<file path="config.mk">
export PLATFORM = sky130hd
export DESIGN_NAME = cdb_arbiter
export DESIGN_NICKNAME = d
export VERILOG_FILES = /design/src/rtl/cdb_arbiter_pkg.sv /design/src/rtl/cdb_src_fifo.sv /design/src/rtl/cdb_arbiter.sv
export SDC_FILE = /design/constraint.sdc
export NUM_CORES = 1
export LEC_CHECK = 0
export BUFFER_PORTS_ARGS = -buffer_cell sky130_fd_sc_hd__buf_4
export CAP_MARGIN = 20
export CELL_PAD_IN_SITES_DETAIL_PLACEMENT = 0
export CELL_PAD_IN_SITES_GLOBAL_PLACEMENT = 2
export CORE_MARGIN = 3
export CORE_UTILIZATION = 43
export DETAILED_ROUTE_END_ITERATION = 16
export PLACE_DENSITY_LB_ADDON = 0.1
export SLEW_MARGIN = 25
export SYNTH_ARGS = -nofsm -noshare
export SYNTH_HDL_FRONTEND = slang
export SYNTH_SLANG_ARGS = --single-unit
</file>
<file path="constraint.sdc">
create_clock -name clk_in -period 4.6 [get_ports clk_in]
set_clock_uncertainty 0.15 [all_clocks]
set_input_delay 0.46 -clock clk_in [delete_from_list [all_inputs] [get_ports clk_in]]
set_output_delay 0.46 -clock clk_in [all_outputs]
set_load 0.01 [all_outputs]
</file>
<file path="src/rtl/cdb_arbiter_pkg.sv">
// Shared CDB definitions: source ids, default ROB tag width, broadcast packet.
// Used by the arbiter, the ROB and the reservation station.
package cdb_arbiter_pkg;

    localparam int DEF_ENTRY_W = 4;

    localparam logic [1:0] SRC_ALU = 2'd0;
    localparam logic [1:0] SRC_BR  = 2'd1;
    localparam logic [1:0] SRC_SLB = 2'd2;

    typedef struct packed {
        logic [DEF_ENTRY_W-1:0] entry;
        logic [31:0]            value;
    } cdb_pkt_t;

endpackage

</file>
<file path="src/rtl/cdb_src_fifo.sv">
// Per-source result queue feeding the CDB arbiter.
// Flush clears pointers and count; ready comes from the registered count only.
module cdb_src_fifo #(
    parameter int W     = 36,
    parameter int DEPTH = 2
) (
    input  logic                       clk_in,
    input  logic                       rst_in,
    input  logic                       rdy_in,
    input  logic                       flush_in,
    input  logic                       push,
    input  logic [W-1:0]               din,
    input  logic                       pop,
    output logic [W-1:0]               head,
    output logic [$clog2(DEPTH):0]     count,
    output logic                       ready
);
    localparam int AW = $clog2(DEPTH);
    localparam int CW = AW + 1;

    logic [W-1:0]  mem [DEPTH];
    logic [AW-1:0] wr_ptr;
    logic [AW-1:0] rd_ptr;
    logic          push_ok;
    logic          pop_ok;

    assign ready   = rdy_in && (count < CW'(DEPTH));
    assign push_ok = push && ready && !flush_in;
    assign pop_ok  = pop && rdy_in && !flush_in;
    assign head    = mem[rd_ptr];

    always_ff @(posedge clk_in) begin
        if (push_ok)
            mem[wr_ptr] <= din;
    end

    always_ff @(posedge clk_in) begin
        if (rst_in) begin
            wr_ptr <= '0;
            rd_ptr <= '0;
            count  <= '0;
        end else if (rdy_in) begin
            if (flush_in) begin
                wr_ptr <= '0;
                rd_ptr <= '0;
                count  <= '0;
            end else begin
                if (push_ok)
                    wr_ptr <= wr_ptr + AW'(1);
                if (pop_ok)
                    rd_ptr <= rd_ptr + AW'(1);
                count <= count + CW'(push_ok) - CW'(pop_ok);
            end
        end
    end

endmodule

</file>
<file path="src/rtl/cdb_arbiter.sv">
// Common data bus arbiter: three queued producers, one registered broadcast.
// Define CDB_RR_EN for round-robin; otherwise fixed priority branch > SLB > ALU.
module cdb_arbiter
    import cdb_arbiter_pkg::*;
#(
    parameter int ENTRY_W = DEF_ENTRY_W,
    parameter int DEPTH   = 2
) (
    input  logic               clk_in,
    input  logic               rst_in,
    input  logic               rdy_in,
    input  logic               flush_in,
    input  logic               alu_valid,
    input  logic [ENTRY_W-1:0] alu_entry,
    input  logic [31:0]        alu_value,
    input  logic               br_valid,
    input  logic [ENTRY_W-1:0] br_entry,
    input  logic [31:0]        br_value,
    input  logic               slb_valid,
    input  logic [ENTRY_W-1:0] slb_entry,
    input  logic [31:0]        slb_value,
    output logic               alu_ready,
    output logic               br_ready,
    output logic               slb_ready,
    output logic               have_cdb,
    output logic [ENTRY_W-1:0] entry_cdb,
    output logic [31:0]        value_cdb,
    output logic [1:0]         src_cdb
);
    localparam int PW = ENTRY_W + 32;
    localparam int CW = $clog2(DEPTH) + 1;

    logic [2:0]    valid;
    logic [2:0]    ready;
    logic [2:0]    nonempty;
    logic [2:0]    pop;
    logic [PW-1:0] din   [3];
    logic [PW-1:0] head  [3];
    logic [CW-1:0] count [3];
    logic [PW-1:0] gnt_pkt;
    logic          gnt_vld;
    logic [1:0]    gnt;

    assign valid  = {slb_valid, br_valid, alu_valid};
    assign din[0] = {alu_entry, alu_value};
    assign din[1] = {br_entry, br_value};
    assign din[2] = {slb_entry, slb_value};
    assign {slb_ready, br_ready, alu_ready} = ready;

    for (genvar i = 0; i < 3; i++) begin : g_q
        cdb_src_fifo #(.W(PW), .DEPTH(DEPTH)) u_q (
            .clk_in   (clk_in),
            .rst_in   (rst_in),
            .rdy_in   (rdy_in),
            .flush_in (flush_in),
            .push     (valid[i]),
            .din      (din[i]),
            .pop      (pop[i]),
            .head     (head[i]),
            .count    (count[i]),
            .ready    (ready[i])
        );
        assign nonempty[i] = (count[i] != '0);
        assign pop[i] = gnt_vld && (gnt == 2'(i));
    end

`ifdef CDB_RR_EN
    logic [1:0] last_src;
    logic [1:0] start;
    logic [2:0] sum;
    logic [1:0] cand;

    always_comb begin
        gnt_vld = 1'b0;
        gnt     = SRC_ALU;
        sum     = '0;
        cand    = '0;
        start   = (last_src == SRC_SLB) ? SRC_ALU : last_src + 2'd1;
        for (int k = 0; k < 3; k++) begin
            sum  = {1'b0, start} + 3'(k);
            cand = (sum >= 3'd3) ? 2'(sum - 3'd3) : sum[1:0];
            if (!gnt_vld && nonempty[cand]) begin
                gnt_vld = 1'b1;
                gnt     = cand;
            end
        end
    end

    always_ff @(posedge clk_in) begin
        if (rst_in)
            last_src <= SRC_ALU;
        else if (rdy_in) begin
            if (flush_in)
                last_src <= SRC_ALU;
            else if (gnt_vld)
                last_src <= gnt;
        end
    end
`else
    always_comb begin
        gnt_vld = 1'b1;
        gnt     = SRC_ALU;
        if (nonempty[SRC_BR])
            gnt = SRC_BR;
        else if (nonempty[SRC_SLB])
            gnt = SRC_SLB;
        else if (nonempty[SRC_ALU])
            gnt = SRC_ALU;
        else
            gnt_vld = 1'b0;
    end
`endif

    always_comb begin
        gnt_pkt = head[0];
        if (gnt == SRC_BR)
            gnt_pkt = head[1];
        else if (gnt == SRC_SLB)
            gnt_pkt = head[2];
    end

    // Tag/value/source hold their last broadcast while the bus is idle.
    always_ff @(posedge clk_in) begin
        if (rst_in) begin
            have_cdb  <= 1'b0;
            entry_cdb <= '0;
            value_cdb <= '0;
            src_cdb   <= SRC_ALU;
        end else if (rdy_in) begin
            if (flush_in)
                have_cdb <= 1'b0;
            else if (gnt_vld) begin
                have_cdb  <= 1'b1;
                entry_cdb <= gnt_pkt[PW-1:32];
                value_cdb <= gnt_pkt[31:0];
                src_cdb   <= gnt;
            end else
                have_cdb <= 1'b0;
        end
    end

endmodule
</file>
# Word level (Yosys, flattened, before mapping)
# Memory sizes are Yosys's and may differ from the RTL's. A register that Yosys moved wholly into a read port is not among the register bits.
# Index checks and enable logic that the tools add are counted.
# totals
ff_bits	51
latchBits	0
mem_bits_rw	216
rom_bits	0
input_bits	115
out_inout_bits	42
elab_cells	106
mem_count	3
# mem_list
name	depth	width	rd	rd_clocked_by_memory_dff	write_ports	line_no	text
g_q[0].u_q.mem	2	36	1	1	1	cdb_src_fifo.sv:21	logic [W-1:0] mem [DEPTH];
g_q[1].u_q.mem	2	36	1	1	1	cdb_src_fifo.sv:21	
g_q[2].u_q.mem	2	36	1	1	1	cdb_src_fifo.sv:21	
# classes
addsub	12
mul	0
n_div	0
n_lt_le_gt_ge	3
eq_ne	2
shift	0
mux	36
n_bitwise	1
n_reduce_logical	36
# op_table
op	count
two-way mux 36 bit	2
two-way mux 1 bit	29
logical AND 1 bit	18
nonzero test 2 bit	9
AND reduction 2 bit	6
two-way mux 2 bit	5
adder 1 bit (second input constant)	6
adder 2 x 1 -> 2 bit	3
< comparator 2 bit (second input constant)	3
subtractor 2 x 1 -> 2 bit	3
AND reduction 3 bit	1
== test 2 x 1 -> 1 bit (second input constant)	1
== test 2 bit (second input constant)	1
zero test 2 bit	1
zero test 1 bit	1
NOT 1 bit	1

# Depth between registers and ports, before layout
# depth
depth_word	11
ltp_mapped	12
depth_no_buf	10

# Modules after synthesis
# Synthesis repeated with hierarchy kept, for this count alone.
# unflattened
hier_cells	786
area_unflattened_um2	11656.2
# by_module_without_submodules
module	instances	cells_each	area_each_um2	seq_area_each_um2
cdb_src_fifo	3	144	2892.8	2262.2
cdb_arbiter	1	354	2977.9	780.7

# Least setup slack after synthesis
# OpenSTA, ideal clock, no wires.
# synth_path
path_kind	input-to-reg
from	input port rdy_in
to	memory g_q[0].u_q.mem[0][0] (enable)
setup_ns	0.431
arrival_ns	2.689
required_time_ns	4.019
slack_ns	1.331
path_stages	4
n_path_buf	1
path_cell_list	clkbuf_1 -> nor2b_1 -> nand2_1 -> nor2_1
# synth_between
elab_chain_cells	5
# synth_lines
item	line_no	text
from (decl)	cdb_arbiter.sv:11	input logic rdy_in,
logical AND 1 bit	cdb_src_fifo.sv:27	assign ready = rdy_in && (count < CW'(DEPTH));
logical AND 1 bit (2 in series)	cdb_src_fifo.sv:28	assign push_ok = push && ready && !flush_in;
two-way mux 1 bit	cdb_src_fifo.sv:33	if (push_ok)
two-way mux 1 bit (not written as such)	cdb_src_fifo.sv:34	mem[wr_ptr] <= din;
to (decl)	cdb_src_fifo.sv:21	
# No other way between the ends.

# Worst setup path in the final report
# layout_path
from	register g_q[1].u_q.count[1]
to	register g_q[1].u_q.count[1]
# layout_between
elab_chain_cells	8
elab_cells_between_ends	14
classes_between	add/sub: 2; order compare: 1; eq/ne: 1; mux: 3; reduce/logical: 7
# layout_lines
item	line_no	text
from (decl)	cdb_src_fifo.sv:15	output logic [$clog2(DEPTH):0] count,
from (signal assigned)	cdb_src_fifo.sv:52	count <= count + CW'(push_ok) - CW'(pop_ok);
branches (longest 6 deep; another with < comparator 2 bit)	--	
subtractor 2 x 1 -> 2 bit *	cdb_src_fifo.sv:52	
two-way mux 2 bit *	cdb_src_fifo.sv:43	if (flush_in) begin
# Every way passes the cells marked *.
# A chain may end at the register's enable or synchronous reset.

==> results.md <==
* CP required at 4.86 ns
* Power Internal at 0.00416 W
* Clk sinks at 270
* Post-Route WL at 25300 microns
* Mean Syn Cell Area at 15.8 sq um
* Initial core utilization at 44.0%
* Root Buffer Master: clkbuf_16
* Clock transition at path regs at 0.06 ns
* Peak supply drop at 283 uV
* Final hold violations at 0
* Post-Place Setup Slack at 1.58 ns
* Final setup fails at 0
* Cells along the critical path: nor2_4, nor2_1, ha_1, inv_1, ha_1, xor2_1, o21ai_0, a22oi_1, nor2_1
* Setup crit end kind: flop
* Grt total ovfl at 0
* Core Area at 23600 sq um
* Commonest cells after routing, fill and taps aside: 216 x edfxtp_1, 160 x buf_4, 108 x dlygate4sd3_1
* Post-route ant nets at 0
* Fin worst setup slack at 1.61 ns
* All-layer global routing usage at 19.1%
* Area grow syn2layout at 33.5%
* Post-DR wirelength/cell at 20.0 microns
* Comb power frac at 6.0%
* Synthesis Warnings at 0
* Slew Limit Fails at 0
* RSZ-0062 raised after global routing: no
* # nets final at 1042
* #FFs+latches synth at 270
* Most common cell after layout, fill and taps aside: edfxtp_1
* Share of layout cells above drive strength 1 at 24.4%
* Vias per cell at 5.13
* Worst path slowest cell: nor2_4
* Num ports at 157
* Drt drc at 0
* Final worst path period share at 65.0%
* Largest net degree at the start of global routing at 46
* Fraction of power consumed by sequential logic at 51.9%
* Vias in the first global route at 6921
* Final core occ at 58.7%
* # diodes at 0
* First-pass GRT wire length at 38500 microns
* Syn Nets at 780
* Sw frac at 20.0%
* Hold Path Class: in2reg
* Die W at 161 microns
* Die Span Y at 161 microns
* CP arrival at 3.25 ns
* Slew margin rel. at 32.9%
* Clock buffer depth at 3
* Hold slack at 0.137 ns
* RD Place Congestion at 0.754
* Fmax at 334 MHz
* DP Area at 11900 sq um
* Post-CTS setup buffer count at 0
* Status: finished, final reports clean
* Max-cap viol count at 0
* Synth Cell Area at 10400 sq um
* Core Rows at 56
* Post-Layout Inst Area at 13900 sq um
* PwrDens at 375 nW/um^2
* Leakage power at 4.91 nW
* H-tree Lvls at 1
* TNS Setup at 0 ns
* Post-DP HPWL at 16000 microns
* Critical Path Fanout Max at 33
* Clock insertion delay at the later pin of the skew report at 0.53 ns
* Die footprint at 26100 sq um
* Post-CTS resize count at 0
* WP buf/inv at 1
* Initial DRC count at 282
* Critical Path Max Stage Delay at 0.78 ns
* Clock power frac at 42.1%
* Post-Syn Instances at 659
* Port Buffers at 156
* First-pass detailed-route iteration total at 5
* Setup crit start kind: flop
* Initial antenna violation count at 0
* Vias at 6470
* Switch Pwr at 0.00104 W
* Post-synthesis sequential area ratio at 72.9%
* Cell family with the largest share of critical-path delay: simple AND/OR/NAND/NOR gates
* Crit path time final at 2.99 ns
* Pin slew with the least headroom to its limit at 1.01 ns
* Critical path class: reg2reg
* CTS tree: done
* TritonCTS buffer count at 28
* Post-synth cell types at 44
==> flip-flops by register name, indices dropped and copies added (netlist names), named ones only <==
register and flops:
entry_cdb 4, g_q.u_q.count 6, src_cdb 2, g_q.u_q.mem 216, value_cdb 32, g_q.u_q.wr_ptr 3, g_q.u_q.rd_ptr 3, have_cdb 1
==> kinds of logic after synthesis <==
kind of cell | count (synthesis) | synth area share [%]
flops | 270 | 72.9
simple gates | 122 | 5.53
mux | 105 | 10.2
compound gates | 104 | 8.01
buf+inv | 49 | 2.41
fa+ha+maj | 6 | 0.723
xor+xnor | 3 | 0.253
==> worst paths after layout <==
check	start	to	slack, ns	cells past startpoint
max	g_q[1].u_q.count[1]	g_q[1].u_q.count[1]	1.61	9
min	rst_in	src_cdb[0]	0.14	2
max reg2reg	g_q[1].u_q.count[1]	g_q[1].u_q.count[1]	1.61	9
min reg2reg	g_q[2].u_q.rd_ptr	flop	0.34	2
==> layout make-up <==
| class | count | area (sq um) |
|---|---|---|
| inverters | 11 | 41.3 |
| clock inverters | 7 | 72.6 |
| flip-flops and latches | 270 | 7570 |
| repair buffers | 270 | 2320 |
| multi-input cells | 340 | 2610 |
| well taps | 319 | 399 |
| fillers | 1859 | 9750 |
| clock buffers | 45 | 845 |
==> power by group through the flow <==
stage / Clock [W] / Sequential, W / Combinational [W]
after floorplan: 0 / 0.00275 / 0.0000899
after global placement: 0 / 0.00275 / 0.000228
after detailed placement: 0 / 0.00275 / 0.000238
after CTS: 0.00225 / 0.00270 / 0.000313
after global routing: 0.00236 / 0.00270 / 0.000336
final: 0.00219 / 0.00270 / 0.000310
==> layer usage <==
layer,GRT usage (%),up-vias,routed length (microns)
li1,-,3058,-
met1,24.4,3193,10800
met2,34.4,181,12700
met3,3.15,38,1240
met4,4.34,0,474
met5,0,-,0
==> stage by stage <==
step,instances,total power (W)
2_1_floorplan,659,0.00284
4_1_cts,1262,0.00526
3_5_place_dp,1102,0.00299
5_1_grt,1262,0.00540
3_3_place_gp,1100,0.00298
6_report,1262,0.00521
==> cells in the mapped netlist (all sizes together) <==
| library cell | n | area [sq um] |
|---|---|---|
| or3 | 2 | 12.5 |
| o311a | 16 | 160 |
| and3 | 3 | 18.8 |
| a32oi | 8 | 70.1 |
| a2111oi | 1 | 27.5 |
| a2bb2oi | 1 | 8.76 |
| o221ai | 11 | 96.3 |
| nand2 | 36 | 143 |
| a32o | 1 | 10.0 |
| nor2 | 50 | 193 |
| mux2 | 8 | 90.1 |
| buf | 24 | 156 |
| nor4 | 1 | 21.3 |
| a21oi | 18 | 93.8 |
| a22oi | 3 | 22.5 |
| nor3 | 1 | 5.00 |
| xor2 | 3 | 26.3 |
| a21o | 1 | 15.0 |
| edfxtp | 216 | 6490 |
| mux2i | 97 | 971 |
| o22ai | 16 | 100 |
| o21ai | 10 | 50.1 |
| ha | 6 | 75.1 |
| o311ai | 1 | 8.76 |
| and2 | 3 | 18.8 |
| nor2b | 7 | 43.8 |
| o21a | 3 | 22.5 |
| clkbuf | 14 | 52.6 |
| o221a | 11 | 124 |
| inv | 10 | 37.5 |
| clkinv | 1 | 3.75 |
| or2 | 2 | 12.5 |
| dfxtp | 54 | 1080 |
| a211oi | 3 | 22.5 |
| nand2b | 17 | 106 |
==> what timing repair did <==
action	4_1_cts	5_1_grt
endpoints found under the setup margin	0	0
hold buffers	108	0
hold endpoints to repair	216	0
Note: power is estimated with default switching activity, not from simulation.
